[src/rtl/ahb_apb_bridge_pkg.sv]
// Shared AHB-Lite / APB4 types and constants for the peripheral-port AHB-to-APB bridge.
package ahb_apb_bridge_pkg;

  localparam int AHB_ADDR_W = 32;
  localparam int AHB_DATA_W = 32;

  localparam logic [1:0] HTRANS_IDLE   = 2'b00;
  localparam logic [1:0] HTRANS_BUSY   = 2'b01;
  localparam logic [1:0] HTRANS_NONSEQ = 2'b10;
  localparam logic [1:0] HTRANS_SEQ    = 2'b11;

  localparam logic [2:0] HSIZE_BYTE = 3'd0;
  localparam logic [2:0] HSIZE_HALF = 3'd1;
  localparam logic [2:0] HSIZE_WORD = 3'd2;

  typedef struct packed {
    logic [AHB_ADDR_W-1:0] haddr;
    logic [AHB_DATA_W-1:0] hwdata;
    logic [1:0]            htrans;
    logic [2:0]            hburst;
    logic [2:0]            hsize;
    logic                  hwrite;
    logic [3:0]            hprot;
    logic                  hmastlock;
  } mas_send_type;

  typedef struct packed {
    logic                  hreadyout;
    logic [AHB_DATA_W-1:0] hrdata;
    logic                  hresp;
  } slv_send_type;

  typedef struct packed {
    logic [AHB_ADDR_W-1:0] paddr;
    logic                  pwrite;
    logic [AHB_DATA_W-1:0] pwdata;
    logic [3:0]            pstrb;
    logic [2:0]            pprot;
    logic                  psel;
    logic                  penable;
  } apb_mas_send_type;

  typedef enum logic [2:0] {
    ST_IDLE,
    ST_LATCH,
    ST_SETUP,
    ST_ACCESS,
    ST_ERR1,
    ST_ERR2
  } apb_bridge_state_e;

endpackage

[src/rtl/ahb_apb_bridge_strb.sv]
// Byte-strobe generation plus size/alignment legality for one AHB transfer.
module apb_strb_gen
  import ahb_apb_bridge_pkg::*;
(
  input  logic [2:0] hsize_i,
  input  logic [1:0] addr_i,
  input  logic       hwrite_i,
  output logic [3:0] pstrb_o,
  output logic       size_err_o,
  output logic       align_err_o
);

  always_comb begin
    // NOTE: every output gets a default before the case so no path leaves one unassigned (no latches).
    pstrb_o     = 4'b0000;
    size_err_o  = 1'b0;
    align_err_o = 1'b0;
    case (hsize_i)
      HSIZE_BYTE: pstrb_o = 4'b0001 << addr_i;
      HSIZE_HALF: begin
        pstrb_o     = 4'b0011 << addr_i;
        align_err_o = addr_i[0];
      end
      HSIZE_WORD: begin
        pstrb_o     = 4'b1111;
        align_err_o = |addr_i;
      end
      default: size_err_o = 1'b1;
    endcase
    // Reads and illegal transfers never drive byte lanes.
    if (!hwrite_i || size_err_o || align_err_o) pstrb_o = 4'b0000;
  end

endmodule

[src/rtl/ahb_apb_bridge.sv]
// Single-slave AHB-Lite to APB4 bridge: one SETUP/ACCESS per accepted transfer, with PREADY timeout.
module ahb_apb_bridge
  import ahb_apb_bridge_pkg::*;
#(
  parameter int ADDR_W         = 32,
  parameter int DATA_W         = 32,
  parameter int TIMEOUT_CYCLES = 64
) (
  input  logic              hclk,
  input  logic              hreset_n,
  input  logic              hsel,
  input  mas_send_type      ahb_in,
  output slv_send_type      ahb_out,
  output logic [ADDR_W-1:0] paddr,
  output logic              psel,
  output logic              penable,
  output logic              pwrite,
  output logic [DATA_W-1:0] pwdata,
  output logic [3:0]        pstrb,
  output logic [2:0]        pprot,
  input  logic [DATA_W-1:0] prdata,
  input  logic              pready,
  input  logic              pslverr
);

  localparam int CNT_W = (TIMEOUT_CYCLES > 1) ? $clog2(TIMEOUT_CYCLES) : 1;

  apb_bridge_state_e state_q, state_d;
  apb_mas_send_type  apb_q, apb_d;
  logic [2:0]        hsize_q, hsize_d;
  logic [DATA_W-1:0] hrdata_q, hrdata_d;
  logic [CNT_W-1:0]  cnt_q, cnt_d;

  logic       hready, accept, req_err, timeout_hit;
  logic       req_size_err, req_align_err;
  logic [3:0] latch_strb;
  logic [3:0] unused_req_strb;
  logic       unused_latch_size_err, unused_latch_align_err;
  logic       unused_ahb;

  // Legality is judged on the live address phase; strobes on the registered one.
  apb_strb_gen u_req_chk (
    .hsize_i     (ahb_in.hsize),
    .addr_i      (ahb_in.haddr[1:0]),
    .hwrite_i    (ahb_in.hwrite),
    .pstrb_o     (unused_req_strb),
    .size_err_o  (req_size_err),
    .align_err_o (req_align_err)
  );

  apb_strb_gen u_latch_strb (
    .hsize_i     (hsize_q),
    .addr_i      (apb_q.paddr[1:0]),
    .hwrite_i    (apb_q.pwrite),
    .pstrb_o     (latch_strb),
    .size_err_o  (unused_latch_size_err),
    .align_err_o (unused_latch_align_err)
  );

  assign unused_ahb  = ^{ahb_in.htrans[0], ahb_in.hburst, ahb_in.hprot[3:2], ahb_in.hmastlock};
  assign hready      = (state_q == ST_IDLE) || (state_q == ST_ERR2);
  assign accept      = hsel && ahb_in.htrans[1] && hready;
  assign req_err     = req_size_err || req_align_err;
  assign timeout_hit = (TIMEOUT_CYCLES != 0) && (cnt_q == CNT_W'(TIMEOUT_CYCLES - 1));

  always_comb begin
    state_d  = state_q;
    apb_d    = apb_q;
    hsize_d  = hsize_q;
    hrdata_d = hrdata_q;
    cnt_d    = '0;
    case (state_q)
      ST_IDLE, ST_ERR2: begin
        state_d = ST_IDLE;
        if (accept) begin
          if (req_err) begin
            state_d = ST_ERR1;
          end else begin
            state_d      = ST_LATCH;
            apb_d.paddr  = ahb_in.haddr;
            apb_d.pwrite = ahb_in.hwrite;
            apb_d.pprot  = {~ahb_in.hprot[0], 1'b0, ahb_in.hprot[1]};
            hsize_d      = ahb_in.hsize;
          end
        end
      end
      ST_LATCH: begin
        // hwdata is only valid in the data-phase cycle that follows the accept.
        if (apb_q.pwrite) apb_d.pwdata = ahb_in.hwdata;
        apb_d.pstrb = latch_strb;
        state_d     = ST_SETUP;
      end
      ST_SETUP: state_d = ST_ACCESS;
      ST_ACCESS: begin
        cnt_d = cnt_q + 1'b1;
        if (pready) begin
          if (pslverr) begin
            state_d = ST_ERR1;
          end else begin
            state_d = ST_IDLE;
            if (!apb_q.pwrite) hrdata_d = prdata;
          end
        end else if (timeout_hit) begin
          state_d = ST_ERR1;
        end
      end
      ST_ERR1: state_d = ST_ERR2;
      default: state_d = ST_IDLE;
    endcase
    // Select/enable are registered from the next state so they leave the bridge glitch-free.
    apb_d.psel    = (state_d == ST_SETUP) || (state_d == ST_ACCESS);
    apb_d.penable = (state_d == ST_ACCESS);
  end

  always_ff @(posedge hclk or negedge hreset_n) begin
    if (!hreset_n) begin
      state_q  <= ST_IDLE;
      apb_q    <= '0;
      hsize_q  <= '0;
      hrdata_q <= '0;
      cnt_q    <= '0;
    end else begin
      // NOTE: non-blocking assignments so every flop samples pre-edge values, independent of statement order.
      state_q  <= state_d;
      apb_q    <= apb_d;
      hsize_q  <= hsize_d;
      hrdata_q <= hrdata_d;
      cnt_q    <= cnt_d;
    end
  end

  assign ahb_out = '{hreadyout: hready,
                     hrdata:    hrdata_q,
                     hresp:     (state_q == ST_ERR1) || (state_q == ST_ERR2)};
  assign paddr   = apb_q.paddr[ADDR_W-1:0];
  assign psel    = apb_q.psel;
  assign penable = apb_q.penable;
  assign pwrite  = apb_q.pwrite;
  assign pwdata  = apb_q.pwdata;
  assign pstrb   = apb_q.pstrb;
  assign pprot   = apb_q.pprot;

endmodule

[config.mk]
export PLATFORM = sky130hd
export DESIGN_NAME = ahb_apb_bridge
export DESIGN_NICKNAME = d
export VERILOG_FILES = /design/src/rtl/ahb_apb_bridge_pkg.sv /design/src/rtl/ahb_apb_bridge_strb.sv /design/src/rtl/ahb_apb_bridge.sv
export SDC_FILE = /design/constraint.sdc
export NUM_CORES = 1
export LEC_CHECK = 0
export ABC_CLOCK_PERIOD_IN_PS = 3100
export BUFFER_PORTS_ARGS = -buffer_cell sky130_fd_sc_hd__buf_2
export CELL_PAD_IN_SITES_DETAIL_PLACEMENT = 0
export CELL_PAD_IN_SITES_GLOBAL_PLACEMENT = 2
export CORE_ASPECT_RATIO = 1.25
export CORE_UTILIZATION = 29
export DETAILED_ROUTE_END_ITERATION = 8
export PLACE_DENSITY = 0.81
export SYNTH_ARGS = -nofsm -noshare
export SYNTH_HDL_FRONTEND = slang
export SYNTH_SLANG_ARGS = --single-unit
[constraint.sdc]
create_clock -name hclk -period 3.1 [get_ports hclk]
set_clock_uncertainty 0.2 [all_clocks]
set_input_delay 0.31 -clock hclk [delete_from_list [all_inputs] [get_ports hclk]]
set_output_delay 0.31 -clock hclk [all_outputs]
set_load 0.005 [all_outputs]
# ---- Word level (Yosys, flattened, before mapping)
# Index checks and enable logic that the tools add are counted.
# W data, S select, Z words.
dict set report totals {
  mem_count 0
  rom_bits 0
  latchBits 0
  ramBits 0
  register_bits 117
  wordCells 63
  inputBits 115
}
dict set report op_classes {
  n_div 0
  add_sub_neg 1
  order_cmp 0
  shifts 2
  n_eq_ne 12
  n_mul 0
  muxes 13
  bitwise 4
  reduce_logical 20
}
# op count
set ops {}
lappend ops {{$eq A3 B2 Y1 const B} 6}
lappend ops {{$mux W3} 5}
lappend ops {{$pmux W3 S5} 1}
lappend ops {{$pmux W4 S3} 1}
lappend ops {{$eq A3 B1 Y1 const B} 3}
lappend ops {{$logic_not A3 Y1} 3}
lappend ops {{$add A6 B1 Y6 const B} 1}
lappend ops {{$eq A3 B3 Y1 const B} 2}
lappend ops {{$eq A6 B6 Y1 const B} 1}
lappend ops {{$logic_or A1 B1 Y1} 6}
lappend ops {{$mux W6} 1}
lappend ops {{$reduce_or A2 Y1} 3}
lappend ops {{$reduce_or A3 Y1} 2}
lappend ops {{$mux W4} 1}
lappend ops {{$not A1 Y1} 4}
lappend ops {{$pmux W1 S2} 2}
lappend ops {{$reduce_and A4 Y1} 1}
lappend ops {{$shl A1 B2 Y4 const A} 1}
lappend ops {{$shl A2 B2 Y4 const A} 1}
lappend ops {{$reduce_and A3 Y1} 1}
lappend ops {{$logic_and A1 B1 Y1} 2}
lappend ops {{$mux W1} 2}
lappend ops {{$reduce_and A2 Y1} 1}
lappend ops {{$logic_not A1 Y1} 1}

# ---- Longest topological paths before layout
dict set report depth {
  ltp_word 9
  depth_mapped 6
  depth_no_buf 5
}

# ---- Modules after synthesis
# A second synthesis with hierarchy kept.
dict set report hier_totals {
  cells_unflattened 322
  area_unflattened_um2 5026.1
}
# mod n_inst cells_per_inst area_each_um2
set modules_own_cells {}
lappend modules_own_cells {ahb_apb_bridge 1 286 4703.3}
lappend modules_own_cells {apb_strb_gen 2 18 161.4}

# ---- Least setup slack after synthesis
# No wires, ideal clock.
dict set report synth_timing {
  path_kind {reg-to-reg}
  from {reg state_q[0]}
  to {reg hsize_q[0]}
  setup_slack_ns 0.959
  arrival_time_ns 1.816
  path_stages_with_launch 7
  path_buffers 2
  cell_sequence {dfrtp_1 nor2b_2 nor4_2 or3b_1 buf_6 buf_6 mux2_4}
}
dict set report synth_via {
  elab_chain_len 4
}
# element line_no
set synth_rtl {}
lappend synth_rtl {{start: declaration} ahb_apb_bridge.sv:28} ;# apb_bridge_state_e state_q, state_d;
lappend synth_rtl {{start signal: assignment} ahb_apb_bridge.sv:124} ;# state_q <= state_d;
lappend synth_rtl {{$eq A3 B3 Y1 / $logic_not A3 Y1 (equally long branches)} {ahb_apb_bridge.sv:61, ahb_apb_bridge.sv:72}}
lappend synth_rtl {{$logic_or A1 B1 Y1} ahb_apb_bridge.sv:61} ;# assign hready = (state_q == ST_IDLE) || (state_q == ST_ERR2);
lappend synth_rtl {{$logic_and A1 B1 Y1} ahb_apb_bridge.sv:62} ;# assign accept = hsel && ahb_in.htrans[1] && hready;
lappend synth_rtl {{$reduce_and A3 Y1 (no line) *} --}
lappend synth_rtl {{end signal: assignment} ahb_apb_bridge.sv:126} ;# hsize_q <= hsize_d;
lappend synth_rtl {{end: declaration} ahb_apb_bridge.sv:30} ;# logic [2:0] hsize_q, hsize_d;
# Mark *: on every way between the ends. The rest lies on a longest branch, timed or not.
# A chain may end at the register's enable or synchronous reset.

# ---- Final worst setup path
dict set report layout_timing {
  from {reg state_q[0]}
  to {reg apb_q (netlist bit paddr[28])}
}
dict set report layout_via {
  elab_chain_len 4
}
# element line_no
set layout_rtl {}
lappend layout_rtl {{$eq A3 B3 Y1 / $logic_not A3 Y1 (equally long branches)} {ahb_apb_bridge.sv:61, ahb_apb_bridge.sv:72}}
lappend layout_rtl {{$logic_or A1 B1 Y1} ahb_apb_bridge.sv:61}
lappend layout_rtl {{$logic_and A1 B1 Y1} ahb_apb_bridge.sv:62}
lappend layout_rtl {{$reduce_and A3 Y1 (no line) *} --}
lappend layout_rtl {{end signal: assignment} ahb_apb_bridge.sv:125} ;# apb_q <= apb_d;
lappend layout_rtl {{end: declaration} ahb_apb_bridge.sv:29} ;# apb_mas_send_type apb_q, apb_d;
# Marks and branches as above.

==> metrics.txt <==
wire length after detailed routing around 12 mm; Synth Net Count 418; Worst-Margin Slew approximately 1.1 ns; fraction of layout cells with a size suffix above 1 54.1%; top-area cell type share of the netlist area 63.9%; overall die height between 100 and 150 um; via/cell ratio roughly 4.3; register bit total from synthesis 117; class of the tightest hold or removal check input port to register; number of max-slew violations in the final report 0; Post-route DRC 0; HP Start pready; main area contributors after synthesis dfrtp_1 64%, mux2_2 22%, mux2_4 2.3%; syn avg cell area between 15 and 20 um^2; Routed WL per cell 13.6 um; number of global-route vias before repair 3834; total routing resource utilization after global routing around 15%; total clock buffers created by CTS 17; Max FO, Critical Path 39; final setup violation count 0; antenna fix cells 0; number of distinct library cells after synthesis 37; start point of the critical path state_q[0]; fraction of the yosys area taken by sequential cells 63.9%; clock period minus worst slack 2.59 ns; fill cell instance count of the final layout roughly 1400; global placement routability congestion 0.724; Total Power Consumption 0.00654 W; iteration count of the initial detailed-routing pass 4; via total after detailed routing 3657; layout net count 744; clock transition time at the flip-flop clock pins of the worst setup and hold paths 0.05 ns; total of cells resized after clock tree synthesis 0; Crit path arrival time 2.68 ns; antenna violations before repair 0; Top-Level Pins about 220; leading cell types in the layout, fill and taps excluded 213 x buf_2, 117 x dfrtp_1, 103 x dlygate4sd3_1, 89 x mux2_2, 17 x clkbuf_16; number of H-tree levels 4; worst hold endpoint penable; core footprint about 0.016 mm^2; unrepaired setup endpoints after global routing no; most common library cell in the layout ignoring fill and taps buf_2; global route total overflow 0; required time of the worst setup path roughly 3.2 ns; total of max-cap violations 0; hold slack around 0.12 ns; number of instances in the synthesized netlist around 300; number of setup buffers added after CTS 0; Port Buffer Count about 210; maximum number of pins on one net before global-route repair 63; cell row count 51; master cell of the clock root buffer clkbuf_16; DR iter-0 viols ~120; dominant cell type by area after synthesis dfrtp_1; first-pass GRT wire length around 18 mm; Post-DP HPWL 7.33 mm; r2r startpoint state_q[0]; starting density of the core between 20% and 30%; hold depth 4; CTS tree built; worst skew pair latency 0.40 ns; Warnings, synthesis 0; outcome complete, no violations; power per standard cell area 875 mW/mm^2; CP Launch Type register; slack of the critical path 0.507 ns; count of endpoints failing hold in the final timing report 0; Max Fclk 0.386 GHz; Clock Sinks 117; flop2flop setup slack 0.51 ns; overall die width 114 um; worst slew slack as a fraction of its limit between 20% and 30%; Clock Path Buffers 2; fin crit share 83.6%; synthesis-to-layout area growth 62.9%; number of nets with antenna violations after routing 0; kind of critical path register to register; post-synthesis instance area 0.00458 mm^2; CP endpoint kind register; largest vdd supply drop slightly above 0.0004 V; pre-CTS setup slack 0.482 ns; die area approximately 0.016 mm^2; Multi-input gate area 0.00156 mm^2; Reg-to-Reg End paddr[28]; number of cells traversed by the worst register-to-register path 4; # hold bufs at CTS 103; static leakage power 3.72 nW; Setup Total Neg Slack 0 ns; area taken by flip-flops and latches 0.00293 mm^2
-- stage by stage --
step           area (um^2)  cells  util, %
2_1_floorplan         4580    302        -
3_3_place_gp          5880    718     37.9
3_5_place_dp          5880    718     37.9
4_1_cts               7470    853     48.2
5_1_grt               7470    853     48.2
6_report              7470    853     48.2
-- layer usage --
layer  vias to the layer above  global-route usage (%)  share of wire (%)
met5                         -                       0                  0
met4                         0                    6.56                1.2
met3                        10                    5.03                7.5
met2                       148                    25.6                 52
met1                      1779                    15.7                 39
li1                       1720                       -                  -
-- kinds of logic (layout without fill, tap and decap cells) --
logic type	Yosys count	count (layout)	share of synthesized area (%)
flops	117	117	63.9
simple gates	43	43	5.08
buf+inv	18	357	2.18
other cells	1	1	0.0818
mux	101	101	25.4
compound gates	17	17	2.40
fa+ha+maj	1	1	0.273
xor+xnor	4	4	0.764
-- sequential cells by signal, summed over array words and instances (netlist names) --
signal / count
cnt_q: 6
hrdata_q: 32
pprot: 2
pstrb: 4
paddr: 32
hsize_q: 3
pwrite: 1
psel: 1
state_q: 3
pwdata: 32
penable: 1
-- cell type report --
| class | count | share of cell area [%] |
|---|---|---|
| flip-flops and latches | 117 | 39.2 |
| clock inverters | 9 | 1.04 |
| repair buffers | 321 | 28.8 |
| multi-input cells | 167 | 20.8 |
| clock buffers | 23 | 6.40 |
| inverters | 4 | 0.201 |
| well taps | 212 | 3.55 |
-- critical path, cell delays in order, from the launching register on --
cell	delay, ns
dfrtp_1	0.43
nor2b_2	0.22
nor4_2	0.28
or3b_2	0.89
mux2_4	0.44
-- cells in the mapped netlist (all sizes together) --
cell and number:
xor2 1, nand3 4, dfrtp 117, o41ai 1, nor2b 4, and2 2, and3 3, a211oi 2
inv 4, nand3b 1, nand2 8, xnor2 3, a21oi 5, or3b 2, buf 12, a311oi 1
or3 1, nor2 9, ha 1, nand2b 1, a31oi 1, or4b 1, o311ai 1, nor4 1
clkbuf 2, mux2i 1, mux2 100, o21ai 4, conb 1, a22o 2, nor3 6
-- how the worst max path moves through the flow --
stage                      end  slack, ns  depth (start not counted)
floorplan           hsize_q[0]       0.96                          6
global placement     paddr[28]       0.52                          4
detailed placement   paddr[28]       0.48                          4
CTS                  paddr[28]       0.47                          4
global route         paddr[24]       0.34                          4
finish               paddr[28]       0.51                          4
-- power by group --
| part | switching, W | internal [W] | total (W) |
|---|---|---|---|
| Combinational | 0.000812 | 0.00125 | 0.00206 |
| Clock | 0.000656 | 0.00116 | 0.00181 |
| Sequential | 0.000415 | 0.00225 | 0.00266 |
Note: power is estimated with default switching activity, not from simulation.
